$ cat config.mk
export PLATFORM = sky130hd
export DESIGN_NAME = video_timing_generator
export DESIGN_NICKNAME = d
export VERILOG_FILES = /design/src/rtl/video_timing_pkg.sv /design/src/rtl/video_timing_axis.sv /design/src/rtl/video_timing_generator.sv
export SDC_FILE = /design/constraint.sdc
export NUM_CORES = 1
export LEC_CHECK = 0
export ABC_AREA = 1
export ABC_CLOCK_PERIOD_IN_PS = 6300
export CAP_MARGIN = 5
export CELL_PAD_IN_SITES_DETAIL_PLACEMENT = 0
export CELL_PAD_IN_SITES_GLOBAL_PLACEMENT = 2
export CORE_MARGIN = 5
export CORE_UTILIZATION = 34
export CTS_CLUSTER_DIAMETER = 150
export DETAILED_ROUTE_END_ITERATION = 12
export PLACE_DENSITY = 0.86
export SETUP_SLACK_MARGIN = 0.15
export SYNTH_ARGS = -nofsm -noshare
export SYNTH_HDL_FRONTEND = slang
export SYNTH_SLANG_ARGS = --single-unit
$ cat constraint.sdc
create_clock -name i_clock -period 6.3 [get_ports i_clock]
set_input_delay 1.26 -clock i_clock [delete_from_list [all_inputs] [get_ports i_clock]]
set_output_delay 1.26 -clock i_clock [all_outputs]
set_load 0.02 [all_outputs]
$ cat src/rtl/video_timing_pkg.sv
// Shared definitions for the raster timing generator: register map, 640x480 defaults,
// per-axis timing record and small helpers.
package video_timing_pkg;

  localparam int unsigned TimingW = 11;
  localparam int unsigned TotalW  = 13;

  // Largest total an 11-bit position counter can sweep (0..2047).
  localparam logic [TotalW-1:0] MaxTotal = 13'd2048;

  // Register indices, selected by address bits [5:2].
  localparam logic [3:0] RegHVisible = 4'd0;
  localparam logic [3:0] RegHFront   = 4'd1;
  localparam logic [3:0] RegHSync    = 4'd2;
  localparam logic [3:0] RegHBack    = 4'd3;
  localparam logic [3:0] RegVVisible = 4'd4;
  localparam logic [3:0] RegVFront   = 4'd5;
  localparam logic [3:0] RegVSync    = 4'd6;
  localparam logic [3:0] RegVBack    = 4'd7;
  localparam logic [3:0] RegStatus   = 4'd8;
  localparam logic [3:0] RegFrame    = 4'd9;

  localparam int unsigned StatusErrBit = 17;

  // 640x480 @ 60 Hz defaults.
  localparam int unsigned DefHVisible = 640;
  localparam int unsigned DefHFront   = 16;
  localparam int unsigned DefHSync    = 96;
  localparam int unsigned DefHBack    = 48;
  localparam int unsigned DefVVisible = 480;
  localparam int unsigned DefVFront   = 10;
  localparam int unsigned DefVSync    = 2;
  localparam int unsigned DefVBack    = 33;

  typedef struct packed {
    logic [TimingW-1:0] visible;
    logic [TimingW-1:0] front;
    logic [TimingW-1:0] sync;
    logic [TimingW-1:0] back;
  } timing_t;

  typedef enum logic [1:0] {StIdle, StAccess, StHold} cpu_state_e;

  // Sum of the four phases, wide enough that overlong settings can be detected.
  function automatic logic [TotalW-1:0] timing_total(input timing_t t);
    return TotalW'(t.visible) + TotalW'(t.front) + TotalW'(t.sync) + TotalW'(t.back);
  endfunction

  // Visible and sync phases must last at least one unit.
  function automatic logic [TimingW-1:0] min_one(input logic [TimingW-1:0] v);
    return (v == '0) ? TimingW'(1) : v;
  endfunction

endpackage

$ cat src/rtl/video_timing_axis.sv
// One raster axis: a position counter sweeping visible, front porch, sync and back porch.
module video_timing_axis
  import video_timing_pkg::*;
(
  input  logic               i_clock,
  input  logic               i_reset_n,
  input  logic               i_advance,
  input  timing_t            i_timing,
  output logic [TimingW-1:0] o_counter,
  output logic               o_in_visible,
  output logic               o_in_sync,
  output logic               o_last
);

  logic [TimingW-1:0] count_q, count_d;
  logic [TotalW-1:0]  count_ext, sync_start, sync_end, total;

  // Phase decode and next count; a zero-length porch simply never matches.
  always_comb begin
    count_ext    = TotalW'(count_q);
    sync_start   = TotalW'(i_timing.visible) + TotalW'(i_timing.front);
    sync_end     = sync_start + TotalW'(i_timing.sync);
    total        = timing_total(i_timing);
    o_in_visible = count_ext < TotalW'(i_timing.visible);
    o_in_sync    = (count_ext >= sync_start) && (count_ext < sync_end);
    o_last       = count_ext == (total - TotalW'(1));
    count_d      = count_q;
    if (i_advance) begin
      count_d = o_last ? '0 : count_q + TimingW'(1);
    end
  end

  // Position counter register.
  always_ff @(posedge i_clock) begin
    if (!i_reset_n) begin
      count_q <= '0;
    end else begin
      count_q <= count_d;
    end
  end

  assign o_counter = count_q;

endmodule

$ cat src/rtl/video_timing_generator.sv
// Raster timing source with CPU-programmable shadow timing committed at frame end.
module video_timing_generator
  import video_timing_pkg::*;
#(
  parameter int unsigned H_VISIBLE       = DefHVisible,
  parameter int unsigned H_FRONT         = DefHFront,
  parameter int unsigned H_SYNC          = DefHSync,
  parameter int unsigned H_BACK          = DefHBack,
  parameter int unsigned V_VISIBLE       = DefVVisible,
  parameter int unsigned V_FRONT         = DefVFront,
  parameter int unsigned V_SYNC          = DefVSync,
  parameter int unsigned V_BACK          = DefVBack,
  parameter int unsigned SYNC_ACTIVE_LOW = 1
) (
  input  logic        i_clock,
  input  logic        i_reset_n,
  input  logic        i_cpu_request,
  input  logic        i_cpu_rw,
  input  logic [31:0] i_cpu_address,
  input  logic [31:0] i_cpu_wdata,
  output logic [31:0] o_cpu_rdata,
  output logic        o_cpu_ready,
  output logic        o_video_hblank,
  output logic        o_video_vblank,
  output logic [10:0] o_video_pos_x,
  output logic [10:0] o_video_pos_y,
  output logic        o_hsync,
  output logic        o_vsync,
  output logic        o_vblank_irq
);

  localparam timing_t HDefault = '{visible: TimingW'(H_VISIBLE), front: TimingW'(H_FRONT),
                                   sync: TimingW'(H_SYNC), back: TimingW'(H_BACK)};
  localparam timing_t VDefault = '{visible: TimingW'(V_VISIBLE), front: TimingW'(V_FRONT),
                                   sync: TimingW'(V_SYNC), back: TimingW'(V_BACK)};
  localparam logic    SyncLow  = (SYNC_ACTIVE_LOW != 0);

  timing_t            act_h_q, act_v_q, pend_h_q, pend_v_q, pend_h_d, pend_v_d;
  logic               err_q, err_d, err_set, err_clr;
  logic [31:0]        frame_q;
  cpu_state_e         state_q, state_d;
  logic               ready_q, ready_d, wr_en;
  logic [31:0]        rdata_q, rdata_d, read_data;
  logic [3:0]         reg_idx;
  logic [TimingW-1:0] wr_field, h_cnt, v_cnt;
  logic               h_vis, h_sync, h_last, v_vis, v_sync, v_last;
  logic               frame_end, commit_ok, irq_cond;
  logic               unused_bits;

  assign reg_idx     = i_cpu_address[5:2];
  assign wr_field    = i_cpu_wdata[TimingW-1:0];
  assign unused_bits = ^{i_cpu_address[31:6], i_cpu_address[1:0], i_cpu_wdata[31:18],
                         i_cpu_wdata[16:11]};

  video_timing_axis u_h_axis (
    .i_clock      (i_clock),
    .i_reset_n    (i_reset_n),
    .i_advance    (1'b1),
    .i_timing     (act_h_q),
    .o_counter    (h_cnt),
    .o_in_visible (h_vis),
    .o_in_sync    (h_sync),
    .o_last       (h_last)
  );

  video_timing_axis u_v_axis (
    .i_clock      (i_clock),
    .i_reset_n    (i_reset_n),
    .i_advance    (h_last),
    .i_timing     (act_v_q),
    .o_counter    (v_cnt),
    .o_in_visible (v_vis),
    .o_in_sync    (v_sync),
    .o_last       (v_last)
  );

  assign frame_end = h_last && v_last;
  assign commit_ok = (timing_total(pend_h_q) <= MaxTotal) && (timing_total(pend_v_q) <= MaxTotal);
  assign irq_cond  = (h_cnt == '0) && (v_cnt == act_v_q.visible);
  assign err_set   = frame_end && !commit_ok;
  assign err_clr   = wr_en && (reg_idx == RegStatus) && i_cpu_wdata[StatusErrBit];
  // A new error outranks a clear landing on the same cycle.
  assign err_d     = err_set || (err_q && !err_clr);

  // CPU FSM state register.
  always_ff @(posedge i_clock) begin
    if (!i_reset_n) begin
      state_q <= StIdle;
    end else begin
      state_q <= state_d;
    end
  end

  // CPU FSM next state.
  always_comb begin
    state_d = state_q;
    unique case (state_q)
      StIdle:   if (i_cpu_request) state_d = StAccess;
      StAccess: state_d = StHold;
      StHold:   if (!i_cpu_request) state_d = StIdle;
      default:  state_d = StIdle;
    endcase
  end

  // CPU FSM outputs: write strobe, next ready and captured read data.
  always_comb begin
    ready_d = 1'b0;
    rdata_d = rdata_q;
    wr_en   = 1'b0;
    unique case (state_q)
      StAccess: begin
        ready_d = 1'b1;
        if (i_cpu_rw) wr_en = 1'b1;
        else          rdata_d = read_data;
      end
      StHold:   ready_d = i_cpu_request;
      default:  ready_d = 1'b0;
    endcase
  end

  // Register read mux; timing reads show the pending set.
  always_comb begin
    read_data = '0;
    case (reg_idx)
      RegHVisible: read_data = 32'(pend_h_q.visible);
      RegHFront:   read_data = 32'(pend_h_q.front);
      RegHSync:    read_data = 32'(pend_h_q.sync);
      RegHBack:    read_data = 32'(pend_h_q.back);
      RegVVisible: read_data = 32'(pend_v_q.visible);
      RegVFront:   read_data = 32'(pend_v_q.front);
      RegVSync:    read_data = 32'(pend_v_q.sync);
      RegVBack:    read_data = 32'(pend_v_q.back);
      RegStatus:   read_data = {14'd0, err_q, !v_vis, 5'd0, v_cnt};
      RegFrame:    read_data = frame_q;
      default:     read_data = '0;
    endcase
  end

  // Pending register updates from CPU writes.
  always_comb begin
    pend_h_d = pend_h_q;
    pend_v_d = pend_v_q;
    if (wr_en) begin
      case (reg_idx)
        RegHVisible: pend_h_d.visible = min_one(wr_field);
        RegHFront:   pend_h_d.front   = wr_field;
        RegHSync:    pend_h_d.sync    = min_one(wr_field);
        RegHBack:    pend_h_d.back    = wr_field;
        RegVVisible: pend_v_d.visible = min_one(wr_field);
        RegVFront:   pend_v_d.front   = wr_field;
        RegVSync:    pend_v_d.sync    = min_one(wr_field);
        RegVBack:    pend_v_d.back    = wr_field;
        default:     ;
      endcase
    end
  end

  // Timing sets, sticky error and frame counter; commit copies pending as it stood before
  // any same-cycle write.
  always_ff @(posedge i_clock) begin
    if (!i_reset_n) begin
      act_h_q  <= HDefault;
      act_v_q  <= VDefault;
      pend_h_q <= HDefault;
      pend_v_q <= VDefault;
      err_q    <= 1'b0;
      frame_q  <= '0;
    end else begin
      pend_h_q <= pend_h_d;
      pend_v_q <= pend_v_d;
      err_q    <= err_d;
      if (frame_end && commit_ok) begin
        act_h_q <= pend_h_q;
        act_v_q <= pend_v_q;
      end
      if (irq_cond) frame_q <= frame_q + 32'd1;
    end
  end

  // Registered video and CPU outputs, all taken from the same counter state.
  always_ff @(posedge i_clock) begin
    if (!i_reset_n) begin
      o_video_pos_x  <= '0;
      o_video_pos_y  <= '0;
      o_video_hblank <= 1'b0;
      o_video_vblank <= 1'b0;
      o_hsync        <= SyncLow;
      o_vsync        <= SyncLow;
      o_vblank_irq   <= 1'b0;
      ready_q        <= 1'b0;
      rdata_q        <= '0;
    end else begin
      o_video_pos_x  <= h_cnt;
      o_video_pos_y  <= v_cnt;
      o_video_hblank <= h_vis;
      o_video_vblank <= v_vis;
      o_hsync        <= h_sync ^ SyncLow;
      o_vsync        <= v_sync ^ SyncLow;
      o_vblank_irq   <= irq_cond;
      ready_q        <= ready_d;
      rdata_q        <= rdata_d;
    end
  end

  assign o_cpu_ready = ready_q;
  assign o_cpu_rdata = rdata_q;

endmodule

* Yosys cells after proc, flatten, opt, wreduce, memory -nomap -nowiden
Cells that the tools add are included. W data, S select, Z words.
Operators by class: multiply operators 0, multiplexer cells 9, $add $sub $neg 17, bitwise operators 4, div/mod/pow operators 0, equality and inequality tests 16, reduce and logical (&&, ||, !) cells 29, shift operators 0, order comparisons 8
Operators with widths (number):
- $pmux W32 S10 | 1
- $add A12 B11 Y13 | 4
- $add A13 B11 Y13 | 4
- $add A11 B11 Y12 | 4
- $add A32 B1 Y32 const B | 1
- $eq A11 B13 Y1 | 2
- $ge A11 B13 Y1 | 2
- $le A13 B12 Y1 const B | 2
- $lt A11 B13 Y1 | 2
- $sub A13 B1 Y13 const B | 2
- $add A11 B1 Y11 const B | 2
- $logic_not A11 Y1 | 2
- $lt A11 B11 Y1 | 2
- $mux W11 | 2
- $reduce_and A2 Y1 | 10
- $eq A4 B3 Y1 const B | 4
- $eq A11 B11 Y1 | 1
- $logic_and A1 B1 Y1 | 10
- $eq A4 B2 Y1 const B | 2
- $eq A4 B4 Y1 const B | 2
- $pmux W2 S3 | 1
- $eq A4 B1 Y1 const B | 1
- $logic_not A4 Y1 | 1
- $mux W2 | 2
- other kinds (10) | 17
Word-level totals: bits in read-only memories 0, bits in latches 0, bits in registers 293, word-level logic and storage cells 113, memories 0, input bits 68, RAM bits 0

* Longest topological paths before layout
Gate-level depths: netlist (run 1).
depth after elaboration 8, mapped depth 35, gate-level depth less buffers 34

* Modules after synthesis
From an unflattened synthesis (run 1), not the netlist that was laid out.
Second synthesis, totals: cell total of the unflattened synthesis 3093, area total of the unflattened synthesis 20736.1 sq um
Modules (own cells, without submodules):
- video_timing_generator | times used 1, cells an instance 2007, area an instance 14102.3 sq um
- video_timing_axis at u_h_axis | times used 1, cells an instance 557, area an instance 3407.0 sq um
- video_timing_axis at u_v_axis | times used 1, cells an instance 529, area an instance 3226.8 sq um

* Worst setup path before layout (run 1)
Ideal clock, no wire load.
kind register -> register, start register act_h_q[22] (netlist name), end register act_h_q[40] (netlist name), stages on the path, launching flop included 33, clock period less this slack 4765 ps, setup slack 1535 ps, required time 6170 ps, buffers on the path 1, data arrival time 4635 ps, cells stage by stage dfxtp_1 -> ha_1 -> fa_1 -> nand3_1 -> nand2_1 -> nand3_1 -> nand2_1 -> nand3_1 -> nand2_1 -> or2_2 -> nand2_1 -> inv_1 -> ha_1 -> nand2_1 -> nor2_1 -> nand3_1 -> nand3_1 -> xor2_1 -> xor2_1 -> ha_1 -> nand2_1 -> inv_1 -> a21oi_1 -> nand3_1 -> nand2_1 -> nand2_1 -> nor2_1 -> nand3_2 -> nor2_4 -> nand3_1 -> buf_2 -> nand2_1 -> nand3_1
Between the ends: word-level cells in the longest chain between the ends 7
Ends and longest elaborated chain:
- start, declared | RTL line video_timing_generator.sv:38 | timing_t act_h_q, act_v_q, pend_h_q, pend_v_q, pend_h_d, pend_v_d;
- start signal, assigned | RTL line video_timing_generator.sv:162 | act_h_q <= HDefault;
- start signal, assigned | RTL line video_timing_generator.sv:173 | act_h_q <= pend_h_q;
- $add A11 B11 Y12 | RTL line video_timing_pkg.sv:46 | return TotalW'(t.visible) + TotalW'(t.front) + TotalW'(t.sync) + TotalW'(t.back);
- $add A12 B11 Y13 | RTL line video_timing_pkg.sv:46
- $add A13 B11 Y13 | RTL line video_timing_pkg.sv:46
- $sub A13 B1 Y13 | RTL line video_timing_axis.sv:26 | o_last = count_ext == (total - TotalW'(1));
- $eq A11 B13 Y1 | RTL line video_timing_axis.sv:26
- $logic_and A1 B1 Y1 | RTL line video_timing_generator.sv:77 | assign frame_end = h_last && v_last;
- $logic_and A1 B1 Y1 | RTL line video_timing_generator.sv:172 | if (frame_end && commit_ok) begin
No other way between the ends. A chain may end at the register's enable or synchronous reset.

* Final worst setup path (run 1)
start register act_v_q[35] (netlist name), end register act_v_q[28] (netlist name)
Between the ends: word-level cells in the longest chain between the ends 7
Ends and longest elaborated chain:
- start, declared | RTL line video_timing_generator.sv:38
- start signal, assigned | RTL line video_timing_generator.sv:163 | act_v_q <= VDefault;
- start signal, assigned | RTL line video_timing_generator.sv:174 | act_v_q <= pend_v_q;
- $add A11 B11 Y12 | RTL line video_timing_pkg.sv:46
- $add A12 B11 Y13 | RTL line video_timing_pkg.sv:46
- $add A13 B11 Y13 | RTL line video_timing_pkg.sv:46
- $sub A13 B1 Y13 | RTL line video_timing_axis.sv:26
- $eq A11 B13 Y1 | RTL line video_timing_axis.sv:26
- $logic_and A1 B1 Y1 | RTL line video_timing_generator.sv:77
- $logic_and A1 B1 Y1 | RTL line video_timing_generator.sv:172
No other way between the ends.

==> results of run 1 <==
cells in the final DEF (no fill, tap or decap), types with 30 or more instances in the layout:
cell type,synthesis,layout
nand3_1,128,127
inv_1,431,430
clkdlybuf4s50_1,0,78
nand4_1,129,129
ha_1,175,175
o22ai_1,30,30
dfxtp_1,293,293
fa_1,50,50
nand2_1,627,626
clkbuf_16,0,37
nor2_1,319,319
xor2_1,60,60
o21ai_0,120,120
a21oi_1,225,225
logic make-up after synthesis:
family,share of synthesized area
adders and majority gates,0.162
buffers and inverters,0.105
AOI/OAI and AO/OA,0.125
muxes,0.000507
and+or+nand+nor,0.274
DFF,0.297
xor gates and xnor gates,0.0368
cell type report:
class,count,area [sq um],area share
flip-flops and latches,293,5870,0.260
clock buffers,52,1060,0.0471
repair buffers,101,1020,0.0455
clock inverters,13,131,0.00583
inverters,438,1640,0.0730
well taps,765,957,0.0425
multi-input cells,2023,11800,0.526
worst register-to-register path, delay by kind of cell, from the launching register on:
family / cells / cell delay, ps
fa+ha+maj: 4 / 1350
xor+xnor: 2 / 470
compound gates: 8 / 1310
flops: 1 / 330
buf+inv: 3 / 490
simple gates: 14 / 1580
how the worst min path moves through the flow:
| stage | end | startpoint | slack (ps) |
|---|---|---|---|
| after global routing | o_cpu_rdata[24] | o_cpu_rdata[24] | 480 |
| after floorplan | act_h_q[4] | act_h_q[4] | 430 |
| after global placement | act_h_q[5] | act_h_q[5] | 450 |
| final | act_h_q[4] | act_h_q[4] | 460 |
| after CTS | act_h_q[4] | act_h_q[4] | 470 |
| after detailed placement | act_h_q[4] | act_h_q[4] | 450 |
report_power, final:
part,internal [mW],total (mW),switching (mW)
clock,1.22,2.09,0.867
combinational,0.130,0.411,0.281
sequential,1.88,1.91,0.0282
through the flow:
step	total power [mW]	util	instances	setup WS [ps]	hold WS (ps)
after global routing	4.59	0.391	3685	212	483
after CTS	4.47	0.390	3681	513	467
after global placement	2.35	0.369	3616	586	447
after detailed placement	2.36	0.369	3616	554	451
final	4.41	0.391	3685	666	462
after floorplan	2.21	-	2851	1530	429
metal layers:
layer,wire (um),vias up,global-route usage,part of all wire
met4,2270,0,0.0644,0.034
met2,29500,393,0.324,0.44
met3,2690,86,0.0206,0.040
li1,-,9385,-,-
met1,32800,8587,0.299,0.49
met5,0,-,0,0
repair_timing:
item,in CTS,in global routing
hold buffers,0,0
gates resized for setup,0,4
setup buffers,0,2
endpoints found under the setup margin,0,26
sequential cells by signal (all words and copies together), names as in the netlist, 2 cells and up:
register,flops
o_cpu_rdata,32
u_v_axis.o_counter,11
state_q,2
u_h_axis.o_counter,11
pend_h_q,44
pend_v_q,44
o_video_pos_y,11
frame_q,32
act_v_q,44
o_video_pos_x,11
act_h_q,44
==> qor.txt, run 1 <==
Startpoint Class: flip-flop
DRC: 0
fin crit share: 0.894
Synth cell types: 48
CP Data Arrival Time: 6080 ps
Final Net Count: 3,186
Reg2Reg Depth: 31
vias per inst: 5.01
RSZ-0062 raised after global routing: false
largest net degree at the start of global routing: 115
Clock Sinks: 293
# IOs: 128
post-synthesis cell area: 0.0198 sq mm
syn_area_per_cell: 6.93 sq um
worst path bufs/invs: 3
CP startpoint: act_v_q[35]
outcome: finished, final reports clean
Synth area leaders: dfxtp_1 (30%), nand2_1 (12%), ha_1 (11%)
remaining antenna violation count: 0
Longest Clk Path Bufs: 3
GRT Total Usage: 0.206
design area: 0.0225 sq mm
Crit Path Max Fanout: 45
slowest CP cell: ha_1
Cell Area, Placed: 0.0213 sq mm
GRT Residual Overflow: 0
fillcell total: 6,131
Reg clk slew, reported paths: 60 ps
first-pass GRT wire length: 103,000 um
R2R Path End: act_v_q[28]
CTS tree: built
Critical Path Stages: 31
Initial Utilization: 0.343
relative slew slack: 0.307
antenna violations before repair: 0
die extent in x: 251 um
share of flip-flops with an asynchronous set or reset: 0
Top FF cell, synth: dfxtp_1
Area Overhead vs Synth: 14.0%
crit path kind: flip-flop to flip-flop
n_diodes: 0
CP required: 6740 ps
number of synthesized flops with an enable pin: 0
hpwl dp: 52,500 um
Pins Over Slew Limit: 0
most common cell in the netlist: nand2_1
DIE HEIGHT: 251 um
Worst R2R Setup Slack: 670 ps
worst-margin pin slew: 1040 ps
DIE AREA: 0.0630 sq mm
Synth Net Count: 3,144
Max VDD drop: 184 uV
drt initial violations: 1,252
# rows: 88
Post-Synthesis Cells: 2,851
number of global-route vias before repair: 17,500
H-tree depth: 2
Critical Path End: act_v_q[28]
area of the core: 0.0576 sq mm
Skew-Pair Late Insertion Delay: 560 ps
Setup crit end kind: flip-flop
Tmin final: 5630 ps
Routability Congestion: 0.929
maxcap violations: 0
worst r2r src: act_v_q[35]
setup_tns: 0 ps
post-synth top area share: 0.297
Post-Route WL: 67,300 um
fmax: 177 MHz
CTS root buf: clkbuf_16
Initial DRT Pass Iterations: 7
Yosys top cell by area: dfxtp_1
crit-path leading delay family: simple AND/OR/NAND/NOR gates
post-DR wirelength/cell: 18.3 um
vias after detailed routing: 18,500
top cells by count, synth: nand2_1 (627), inv_1 (431), nor2_1 (319)
share of layout cells above drive strength 1: 0.0339
IO Port Bufs: 79
synthesized flop and latch total: 293
cell mode on critical path: nand2_1
Cells on Worst Hold Path: 2
Static Leak: 10.2 nW
power density over the cells: 196 mW/mm^2
CTS Buf Count: 36
sequential share of the synthesized area: 0.297
Final Skew: 22.9 ps
Critical Path Max Stage Delay: 370 ps
# setup viols final: 0
Final Hold Violating Endpoints: 0
HP Class: flip-flop to flip-flop
Synth Warn #: 0
Note: power is estimated with default switching activity, not from simulation.
==> run 2: changes to the inputs <==
Settings changed: HOLD_SLACK_MARGIN set to 0.05, SLEW_MARGIN set to 20.
==> qor.txt, run 2 (synthesis results as in run 1) <==
power density over the cells: 196 mW/mm^2
CP Data Arrival Time: 6080 ps
GRT Residual Overflow: 0
vias after detailed routing: 18,400
relative slew slack: 0.347
IO Port Bufs: 79
hpwl dp: 52,500 um
outcome: finished, final reports clean
DRC: 0
# rows: 88
CTS tree: built
remaining antenna violation count: 0
die extent in x: 251 um
switching share of total power: 0.267
n_diodes: 0
vias per inst: 5.01
Int Pwr: 3.23 mW
DIE HEIGHT: 251 um
commonest non-fill, non-tap cell in the layout: nand2_1
sequential share of power: 0.432
fillcell total: 6,131
post-DR wirelength/cell: 18.3 um
number of global-route vias before repair: 17,500
drt initial violations: 1,252
RSZ-0062 raised after global routing: false
Crit Path Max Fanout: 45
maxcap violations: 0
Clock power frac: 0.474
Startpoint Class: flip-flop
P_sw: 1.18 mW
Final Power: 4.41 mW
Comb power frac: 0.093
Tmin final: 5640 ps
cell mode on critical path: nand2_1
Initial DRT Pass Iterations: 5
most frequent cells in the layout: nand2_1 (626), inv_1 (429), nor2_1 (319), dfxtp_1 (293), a21oi_1 (225)
H-tree depth: 2
antenna violations before repair: 0
Reg clk slew, reported paths: 60 ps
Clock Sinks: 293
CP required: 6740 ps
first-pass GRT wire length: 103,000 um
Area Overhead vs Synth: 14.0%
hold buffers post-CTS: 0
Pins Over Slew Limit: 0
fin crit share: 0.895
crit path kind: flip-flop to flip-flop
Static Leak: 10.2 nW
Initial Utilization: 0.343
DIE AREA: 0.0630 sq mm
Post-Route WL: 67,300 um
Final Hold Violating Endpoints: 0
slowest CP cell: ha_1
# IOs: 128
largest net degree at the start of global routing: 115
fmax: 177 MHz
HP Class: flip-flop to flip-flop
Longest Clk Path Bufs: 3
Final Skew: 22.4 ps
# setup viols final: 0
Setup crit end kind: flip-flop
area of the core: 0.0576 sq mm
Critical Path Max Stage Delay: 370 ps
CTS root buf: clkbuf_16
worst-margin pin slew: 976 ps
GRT Total Usage: 0.206
CTS Buf Count: 36
Max VDD drop: 184 uV
share of layout cells above drive strength 1: 0.0339
Skew-Pair Late Insertion Delay: 550 ps
Final Net Count: 3,186
Routability Congestion: 0.929
setup_tns: 0 ps
-- run 2: cell count changes in the layout (fill, tap and decap cells not counted), sizes merged --
| cell | delta |
|---|---|
| clkinv | +1 |
| inv | -1 |
-- run 2: power by group through the flow --
stage                     Combinational [mW]  Sequential, mW  Clock (mW)
after detailed placement               0.409            1.95           0
after global placement                 0.406            1.95           0
final                                  0.411            1.91        2.09
after global routing                   0.465            1.91        2.22
after CTS                              0.412            1.91        2.15
after floorplan                        0.268            1.94           0
-- run 2: stage by stage --
stage	cell area (sq um)	hold WS, ps	setup slack [ps]	instances	utilization
2_1_floorplan	19800	429	1530	2851	-
3_3_place_gp	21300	447	586	3616	0.369
6_report	22500	462	663	3685	0.391
4_1_cts	22500	467	513	3681	0.390
3_5_place_dp	21300	451	554	3616	0.369
5_1_grt	22500	483	212	3685	0.391
-- run 2: path summary, 6_finish.rpt --
check,from,to,slack (ps),cells after the start
setup / recovery,act_v_q[35],act_v_q[30],660,31
hold / removal,act_h_q[4],act_h_q[4],460,2
setup reg to reg,act_v_q[35],act_v_q[30],660,31
hold reg to reg,act_h_q[4],act_h_q[4],460,2
-- run 2: layout make-up --
cell class	count	area, sq um	area share
repair buffers	101	1020	0.0455
flip-flops and latches	293	5870	0.260
inverters	438	1640	0.0730
well taps	765	957	0.0425
clock buffers	52	1060	0.0471
clock inverters	13	131	0.00583
multi-input cells	2023	11800	0.526
-- run 2: per-layer routing --
metal | track usage | part of all wire
met3 | 0.0206 | 0.040
met4 | 0.0644 | 0.033
met5 | 0 | 0
met2 | 0.324 | 0.44
met1 | 0.299 | 0.49
-- run 2: repair_timing --
| action | CTS | global route |
|---|---|---|
| gates resized for setup | 0 | 4 |
| endpoints found under the setup margin | 0 | 26 |
| setup buffers | 0 | 2 |
-- run 2: critical path, delay by kind of cell, from the launching register on --
family / cells / cell delay (ps)
simple gates: 14 / 1570
fa+ha+maj: 4 / 1350
compound gates: 8 / 1310
buf+inv: 3 / 490
xor+xnor: 2 / 470
flops: 1 / 330
